## src/rtl/game_selector_mux.sv

```systemverilog
// rtl/game_selector_mux.sv - active-game selector with splash, display mux and button routing
module game_selector_mux #(
    parameter int NUM_GAMES     = 4,
    parameter int NUM_BTNS      = 2,
    parameter int VAL_W         = 4,
    parameter int SEL_W         = 2,
    parameter int SPLASH_CYCLES = 1000,
    parameter int BLANK_CODE    = 12
) (
    input  logic                          clk,
    input  logic                          reset,
    input  logic                          next_pulse,
    input  logic                          prev_pulse,
    input  logic [NUM_BTNS-1:0]           btn_pulse,
    input  logic [NUM_GAMES-1:0]          game_enable,
    input  logic [NUM_GAMES*VAL_W-1:0]    game_values,
    output logic [NUM_GAMES*NUM_BTNS-1:0] game_btn,
    output logic [SEL_W-1:0]              sel,
    output logic                          splash_active,
    output logic [VAL_W-1:0]              display_value
);

    localparam int CNT_W = (SPLASH_CYCLES > 0) ? $clog2(SPLASH_CYCLES + 1) : 1;
    localparam int SW1   = SEL_W + 1;
    localparam logic [CNT_W-1:0] SPLASH_LOAD = CNT_W'(SPLASH_CYCLES);
    localparam logic [SEL_W:0]   NG_WIDE     = SW1'(NUM_GAMES);

    generate
        if (NUM_GAMES < 2 || NUM_GAMES > 16 || NUM_GAMES > (1 << SEL_W) || SEL_W > VAL_W ||
            NUM_BTNS < 1 || NUM_BTNS > 7 || SPLASH_CYCLES < 0) begin : g_bad_params
            $fatal(1, "game_selector_mux: illegal parameter combination");
        end
    endgenerate

    logic [NUM_GAMES-1:0] en_rot;
    logic [SEL_W-1:0]     next_off;
    logic [SEL_W-1:0]     prev_off;
    logic [SEL_W:0]       target_sum;
    logic [SEL_W-1:0]     target;
    logic                 other_found;
    logic                 do_next;
    logic                 do_prev;
    logic                 do_switch;
    logic                 cur_en;
    logic [VAL_W-1:0]     cur_val;
    logic [CNT_W-1:0]     splash_cnt;

    // en_rot[j] is the enable of slot (sel + j) mod NUM_GAMES, so wrap happens at NUM_GAMES.
    assign en_rot      = NUM_GAMES'({game_enable, game_enable} >> sel);
    assign cur_en      = en_rot[0];
    assign other_found = |en_rot[NUM_GAMES-1:1];

    // Next is the smallest enabled forward offset; prev is the largest (i.e. nearest backward).
    always_comb begin
        next_off = '0;
        prev_off = '0;
        for (int j = NUM_GAMES - 1; j >= 1; j--) begin
            if (en_rot[j]) next_off = SEL_W'(j);
        end
        for (int j = 1; j < NUM_GAMES; j++) begin
            if (en_rot[j]) prev_off = SEL_W'(j);
        end
    end

    assign do_next   = next_pulse & ~prev_pulse;
    assign do_prev   = prev_pulse & ~next_pulse;
    assign do_switch = (do_next | do_prev) & other_found;

    always_comb begin
        target_sum = {1'b0, sel} + {1'b0, (do_next ? next_off : prev_off)};
        if (target_sum >= NG_WIDE) target_sum = target_sum - NG_WIDE;
    end
    assign target = target_sum[SEL_W-1:0];

    always_ff @(posedge clk or posedge reset) begin
        if (reset) begin
            sel        <= '0;
            splash_cnt <= '0;
        end else if (do_switch) begin
            sel        <= target;
            splash_cnt <= SPLASH_LOAD;
        end else if (splash_cnt != '0) begin
            splash_cnt <= splash_cnt - CNT_W'(1);
        end
    end

    assign splash_active = (splash_cnt != '0);

    // Buttons go to the currently registered sel, so a pulse coinciding with a switch hits the old slot.
    always_comb begin
        cur_val  = '0;
        game_btn = '0;
        for (int g = 0; g < NUM_GAMES; g++) begin
            if (sel == SEL_W'(g)) begin
                cur_val = game_values[g*VAL_W +: VAL_W];
                if (cur_en && !splash_active) game_btn[g*NUM_BTNS +: NUM_BTNS] = btn_pulse;
            end
        end
    end

    assign display_value = splash_active ? VAL_W'(sel) :
                           (cur_en ? cur_val : VAL_W'(BLANK_CODE));

endmodule

```

## config.mk

```make
export PLATFORM = sky130hd
export DESIGN_NAME = game_selector_mux
export DESIGN_NICKNAME = d
export VERILOG_FILES = /design/src/rtl/game_selector_mux.sv
export SDC_FILE = /design/constraint.sdc
export NUM_CORES = 1
export LEC_CHECK = 0
export BUFFER_PORTS_ARGS = -buffer_cell sky130_fd_sc_hd__buf_2
export CORE_MARGIN = 5
export CORE_UTILIZATION = 49
export CTS_CLUSTER_SIZE = 12
export DETAILED_ROUTE_END_ITERATION = 10
export PLACE_DENSITY = 0.88
export SLEW_MARGIN = 5
export SYNTH_ARGS = -nofsm -noshare
export SYNTH_HDL_FRONTEND = slang
export SYNTH_SLANG_ARGS = --single-unit
```

## constraint.sdc

```tcl
create_clock -name clk -period 2.2 [get_ports clk]
set_input_delay 0.11 -clock clk [delete_from_list [all_inputs] [get_ports clk]]
set_output_delay 0.11 -clock clk [all_outputs]
set_load 0.1 [all_outputs]
```

## After elaboration in Yosys (flattened, before gate mapping)

Cells that the tools add are included.

| word-level totals | value |
|---|---|
| bits in latches | 0 |
| input port bits | 26 |
| memories kept | 0 |
| bits in read-only memories | 0 |
| word-level logic and storage cells | 43 |
| output and inout port bits | 15 |
| flip-flop bits (word level) | 12 |
| memory bits (writable) | 0 |

| operators by class | value |
|---|---|
| order comparisons | 1 |
| bitwise logic cells | 6 |
| mux-type cells | 21 |
| div/mod/pow operators | 0 |
| multiply operators | 0 |
| equality and inequality tests | 3 |
| shift-type cells | 1 |
| reduce and logical (&&, ||, !) cells | 6 |
| $add $sub $neg | 3 |

Operators with widths:

| kind | count |
|---|---|
| $mux 2 | 12 |
| $mux 4 | 6 |
| $mux 10 | 2 |
| $reduce_bool 10->1 | 1 |
| $sub 10x1->10 const B | 1 |
| $shr 8x2->4 | 1 |
| $eq 2x2->1 const B | 2 |
| $add 2x2->3 | 1 |
| $and 1x1->1 | 3 |
| $ge 3x3->1 const B | 1 |
| $reduce_or 3->1 | 1 |
| $eq 2x1->1 const B | 1 |
| $logic_not 2->1 | 1 |
| $not 1->1 | 2 |
| $reduce_bool 2->1 | 1 |
| $sub 2x1->2 const B | 1 |
| $logic_and 1x1->1 | 1 |
| $logic_not 1->1 | 1 |
| $mux 1 | 1 |
| $or 1x1->1 | 1 |

## Depth between registers and ports, before layout

| logic depth | value |
|---|---|
| depth in word-level cells | 8 |
| depth in mapped cells | 9 |

## Worst setup path before layout

Ideal clock, no wire load.

| path | value |
|---|---|
| path kind | reg-to-output |
| start | register sel[0] |
| end | output port game_btn[0] |
| data arrival time | 3.953 ns |
| path buffers | 2 |
| stages on the path, launching flop included | 7 |
| path slack | -1.863 ns |
| path through | dfrtp_1 buf_4 buf_4 mux2i_1 mux2i_1 nand3_1 nor3_1 |

| between the ends | value |
|---|---|
| cells in the longest elaborated chain, start to end | 4 |

RTL lines:

| element | line | RTL |
|---|---|---|
| from (decl) | 18 | `output logic [SEL_W-1:0] sel,` |
| from (signal assigned) | 80 | `sel <= target;` |
| $shr 8x2->4 | 49 | `assign en_rot = NUM_GAMES'({game_enable, game_enable} >> sel);` |
| $logic_and 1x1->1 | 96 | `if (cur_en && !splash_active) game_btn[g*NUM_BTNS +: NUM_BTNS] = btn_pulse;` |
| $mux 2 | 96 |  |
| $mux 2 * | 94 | `if (sel == SEL_W'(g)) begin` |
| to (decl) | 17 | `output logic [NUM_GAMES*NUM_BTNS-1:0] game_btn,` |

Mark *: on every way between the ends. The rest lies on a longest branch, timed or not.

## Worst setup path in the final report

| path | value |
|---|---|
| start | register splash_cnt[0] |
| end | output port game_btn[0] |

| between the ends | value |
|---|---|
| cells in the longest elaborated chain, start to end | 5 |

RTL lines:

| element | line | RTL |
|---|---|---|
| from (decl) | 46 | `logic [CNT_W-1:0] splash_cnt;` |
| from (signal assigned) | 83 | `splash_cnt <= splash_cnt - CNT_W'(1);` |
| $reduce_bool 10->1 | 87 | `assign splash_active = (splash_cnt != '0);` |
| $logic_not 1->1 | 96 |  |
| $logic_and 1x1->1 | 96 |  |
| $mux 2 | 96 |  |
| $mux 2 | 94 |  |

No other way between the ends.

==> summary.md <==
| Metric | Value |
|---|---|
| Status | finished with violations |
| Failing checks | negative setup slack |
| Worst-case reg-to-reg path depth | 7 |
| Slowest stage cell on the critical path | dfrtp_1 |
| WP data arrival | 2.13 ns |
| Vias after detailed routing | 1,348 |
| Slew of the pin with the lowest slew margin | 0.5089 ns |
| Hold Path Stages | 3 |
| CP top delay family | simple AND/OR/NAND/NOR gates |
| Post-DP HPWL | between 2000 and 3000 microns |
| Die span in y | 58.52 microns |
| Worst Hold Class | in2reg |
| Reg-to-Reg End | sel[1]$_DFFE_PP0P_ |
| Avg Synthesized Cell Area | 8.299 sq um |
| Ys async rst share | 1.000 |
| Largest net degree at the start of global routing | 20 |
| Startpoint Class | register |
| Global Route Usage Sum | 0.2269 |
| Buf/Inv on CP | 2 |
| Post-Layout Cell Count | 215 |
| Initial DRC count | 90 |
| Port bufs | 40 |
| Crit-path cells | inv_2, ha_4, nor2b_1, and3_4, nand3_4, nor3_4, buf_12 |
| Placer Congestion | 0.8771 |
| Max_slew headroom | 0.6559 |
| Final slew viol count | 0 |
| Sequential Power Share | 0.221 |
| Reg2Reg Setup Slack | 0.24 ns |
| # rows | 17 |
| Clock share of power | 0.090 |
| Cells after Synth | 139 |
| P_int | 978.8 uW |
| DP Area | 1690 sq um |
| Clock Skews | 0.009671 ns |
| Total Routed Length | 4238 microns |
| Netlist area before placement | ~1200 sq um |
| Max Cap Viol | 0 |
| Crit Path Category | reg2out |
| DP Worst Slack | 0.007875 ns |
| FMAX | 447.2 MHz |
| Critical Path RT | 2.09 ns |
| CTS Sinks | 12 |
| Final Power | about 2100 uW |
| CTS tree | done |
| Area of the multi-input gates | 930.9 sq um |
| Die Width | 58.52 microns |
| Hold Vio Cnt, Final | 0 |
| Vias per std cell | 6.270 |
| Nature of the critical path endpoint | output port |
| DRC Markers | 0 |
| Fraction of layout cells with a size suffix above 1 | 0.4813 |
| Final setup fails | 1 |
| Fin area | 1826 sq um |
| Combinational fraction of design power | 0.688 |
| Final worst path period need | 2.236 ns |
| Maximum clock path buffer count | 2 |
| EDFF count, synth | 0 |
| Number of buffers created by CTS | 3 |
| Post-synth top flop | dfrtp_1 |
| Reg2reg start | sel[0]$_DFFE_PP0P_ |
| Gr ovfl total | 0 |
| Number of synthesized register bits | 12 |
| Setup_tns | -0.03622 ns |
| P_leak | 0.0007457 uW |
| Post-route ant nets | 0 |
| Min-delay src | game_enable[0] |
| Fillers | 120 |
| Area Overhead vs Synth | 58.24% |
| Netlist cell types | 41 |
| Net Sw Power | 1093 uW |
| Clk_lat worst skew | 0.30 ns |
| Core Area | 2233 sq um |
| DRT Pass-1 Iters | 4 |
| Hold EP | sel[1]$_DFFE_PP0P_ |
| Antenna violations before repair | 0 |
| I/O pin total | approximately 40 |
| Final period utilization | 1.016 |
| Initial Utilization | 0.5165 |
| Nets | ~220 |
| Crit Path Max Fanout | 6 |
| Ant. Diodes | 0 |
| Global-route wire length before repair | 5906 microns |
| Sw frac | 0.5275 |
| Die ar. | 3425 sq um |
| Post-synthesis sequential area ratio | 0.2603 |
| Vias in the first global route | 1,279 |
| Clock-pin slew on the worst setup and hold paths | 0.08 ns |
| Routed wire length per instance | 19.71 microns |
| Mapped Nets | 168 |
| VDD IR max | 0.001366 V |
| CTS HTree Levels | 1 |
| Reg area | 309.0 sq um |
| Setup slack after layout | -0.03622 ns |
| Max incr delay on CP | 0.44 ns |
| Yosys warning total | 0 |
| PD cells | around 1100 nW/um^2 |
| Root Driver | clkbuf_4 |
| Post-Place Cells | 203 |
-- logic make-up after synthesis --
| logic type | share of synthesized area |
|---|---|
| fa+ha+maj | 0.03254 |
| simple gates | 0.2993 |
| flops | 0.2603 |
| buf+inv | 0.07266 |
| mux | 0.1866 |
| xor+xnor | 0.02278 |
| compound gates | 0.1258 |
-- power groups by stage --
| stage | Clock, uW | Sequential (uW) | Combinational, uW |
|---|---|---|---|
| finish | 187 | 459 | 1430 |
| floorplan | 0 | 502 | 943 |
| detailed placement | 0 | 451 | 1250 |
| global placement | 0 | 444 | 1200 |
| CTS | 182 | 451 | 1260 |
| global route | 201 | 468 | 1510 |
-- worst reg2reg max path: stages, from the launching register on --
cell       delay [ns]
dfrtp_4          0.52
mux2_2           0.40
mux2i_1          0.14
a31oi_1          0.10
ha_1             0.23
nor4_1           0.24
o211ai_1         0.13
o2111ai_1        0.11
-- registers in the layout, summed over array words and instances (netlist names) --
| register | flops |
|---|---|
| splash_cnt | 10 |
| sel | 2 |
-- metrics by stage --
stage | utilization | hold slack [ns]
3_3_place_gp | 0.7569 | 0.1269
6_report | 0.8174 | 0.2624
4_1_cts | 0.7843 | 0.2420
3_5_place_dp | 0.7569 | 0.1377
2_1_floorplan | - | -0.02526
5_1_grt | 0.8174 | 0.2713
-- synth_stat cells, drive strengths merged (2+ instances only) --
cell type / instances / area share
nand2: 18 / 0.059
nor2: 18 / 0.059
dfrtp: 12 / 0.26
inv: 10 / 0.033
nand3: 9 / 0.039
mux2i: 8 / 0.069
buf: 5 / 0.030
a31oi: 4 / 0.022
mux2: 4 / 0.039
mux4: 4 / 0.078
nor3: 4 / 0.017
nor4: 4 / 0.027
o21ai: 4 / 0.017
clkbuf: 3 / 0.0098
ha: 3 / 0.033
nor4b: 3 / 0.036
a21oi: 2 / 0.0087
nor2b: 2 / 0.011
nor3b: 2 / 0.013
o2111ai: 2 / 0.015
o211ai: 2 / 0.013
xnor2: 2 / 0.015
-- per-layer routing --
layer  vias up  track usage  share of wire
met5         -            0              0
met2        79       0.3971           0.54
met1       639       0.2551           0.35
met3        27      0.06798          0.070
li1        603            -              -
met4         0      0.09272          0.046
-- final cells by class --
type	instances	share of cell area
inverters	10	0.02056
clock buffers	4	0.01988
multi-input cells	109	0.5099
repair buffers	52	0.2611
well taps	28	0.01919
flip-flops and latches	12	0.1693
-- how the worst max path moves through the flow --
| stage | from | endpoint | slack (ns) | depth (start not counted) |
|---|---|---|---|---|
| after floorplan | sel[0]$_DFFE_PP0P_ | game_btn[1] | -0.25 | 6 |
| after global placement | splash_cnt[0]$_DFFE_PP0P_ | game_btn[1] | 0.18 | 7 |
| after detailed placement | splash_cnt[0]$_DFFE_PP0P_ | game_btn[1] | 0.008 | 7 |
| after CTS | sel[1]$_DFFE_PP0P_ | game_btn[1] | 0.01 | 5 |
| after global routing | splash_cnt[1]$_DFFE_PP0P_ | game_btn[0] | -0.1 | 7 |
| final | splash_cnt[0]$_DFFE_PP0P_ | game_btn[0] | -0.04 | 7 |
-- cells in the final DEF, fill, tap and decap left out, drive strengths merged, types with 2 or more instances in the layout --
master,Yosys,routed
buf,5,51
nand2,18,18
nor2,18,18
dfrtp,12,12
inv,10,10
nand3,9,9
mux2i,8,8
a31oi,4,4
mux2,4,4
mux4,4,4
nor4,4,4
clkbuf,3,4
o21ai,4,4
nor3,4,4
nor4b,3,3
ha,3,3
nor2b,2,2
a21oi,2,2
nor3b,2,2
o2111ai,2,2
o211ai,2,2
xnor2,2,2
-- timing repair --
item | in CTS | in global routing
setup buffers | 1 | 6
pin swaps | 0 | 1
hold buffers | 1 | 0
gates cloned | 0 | 0
hold endpoints to repair | 12 | 0
resized for setup | 3 | 6
setup endpoints to repair | 13 | 6
Note: power is estimated with default switching activity, not from simulation.
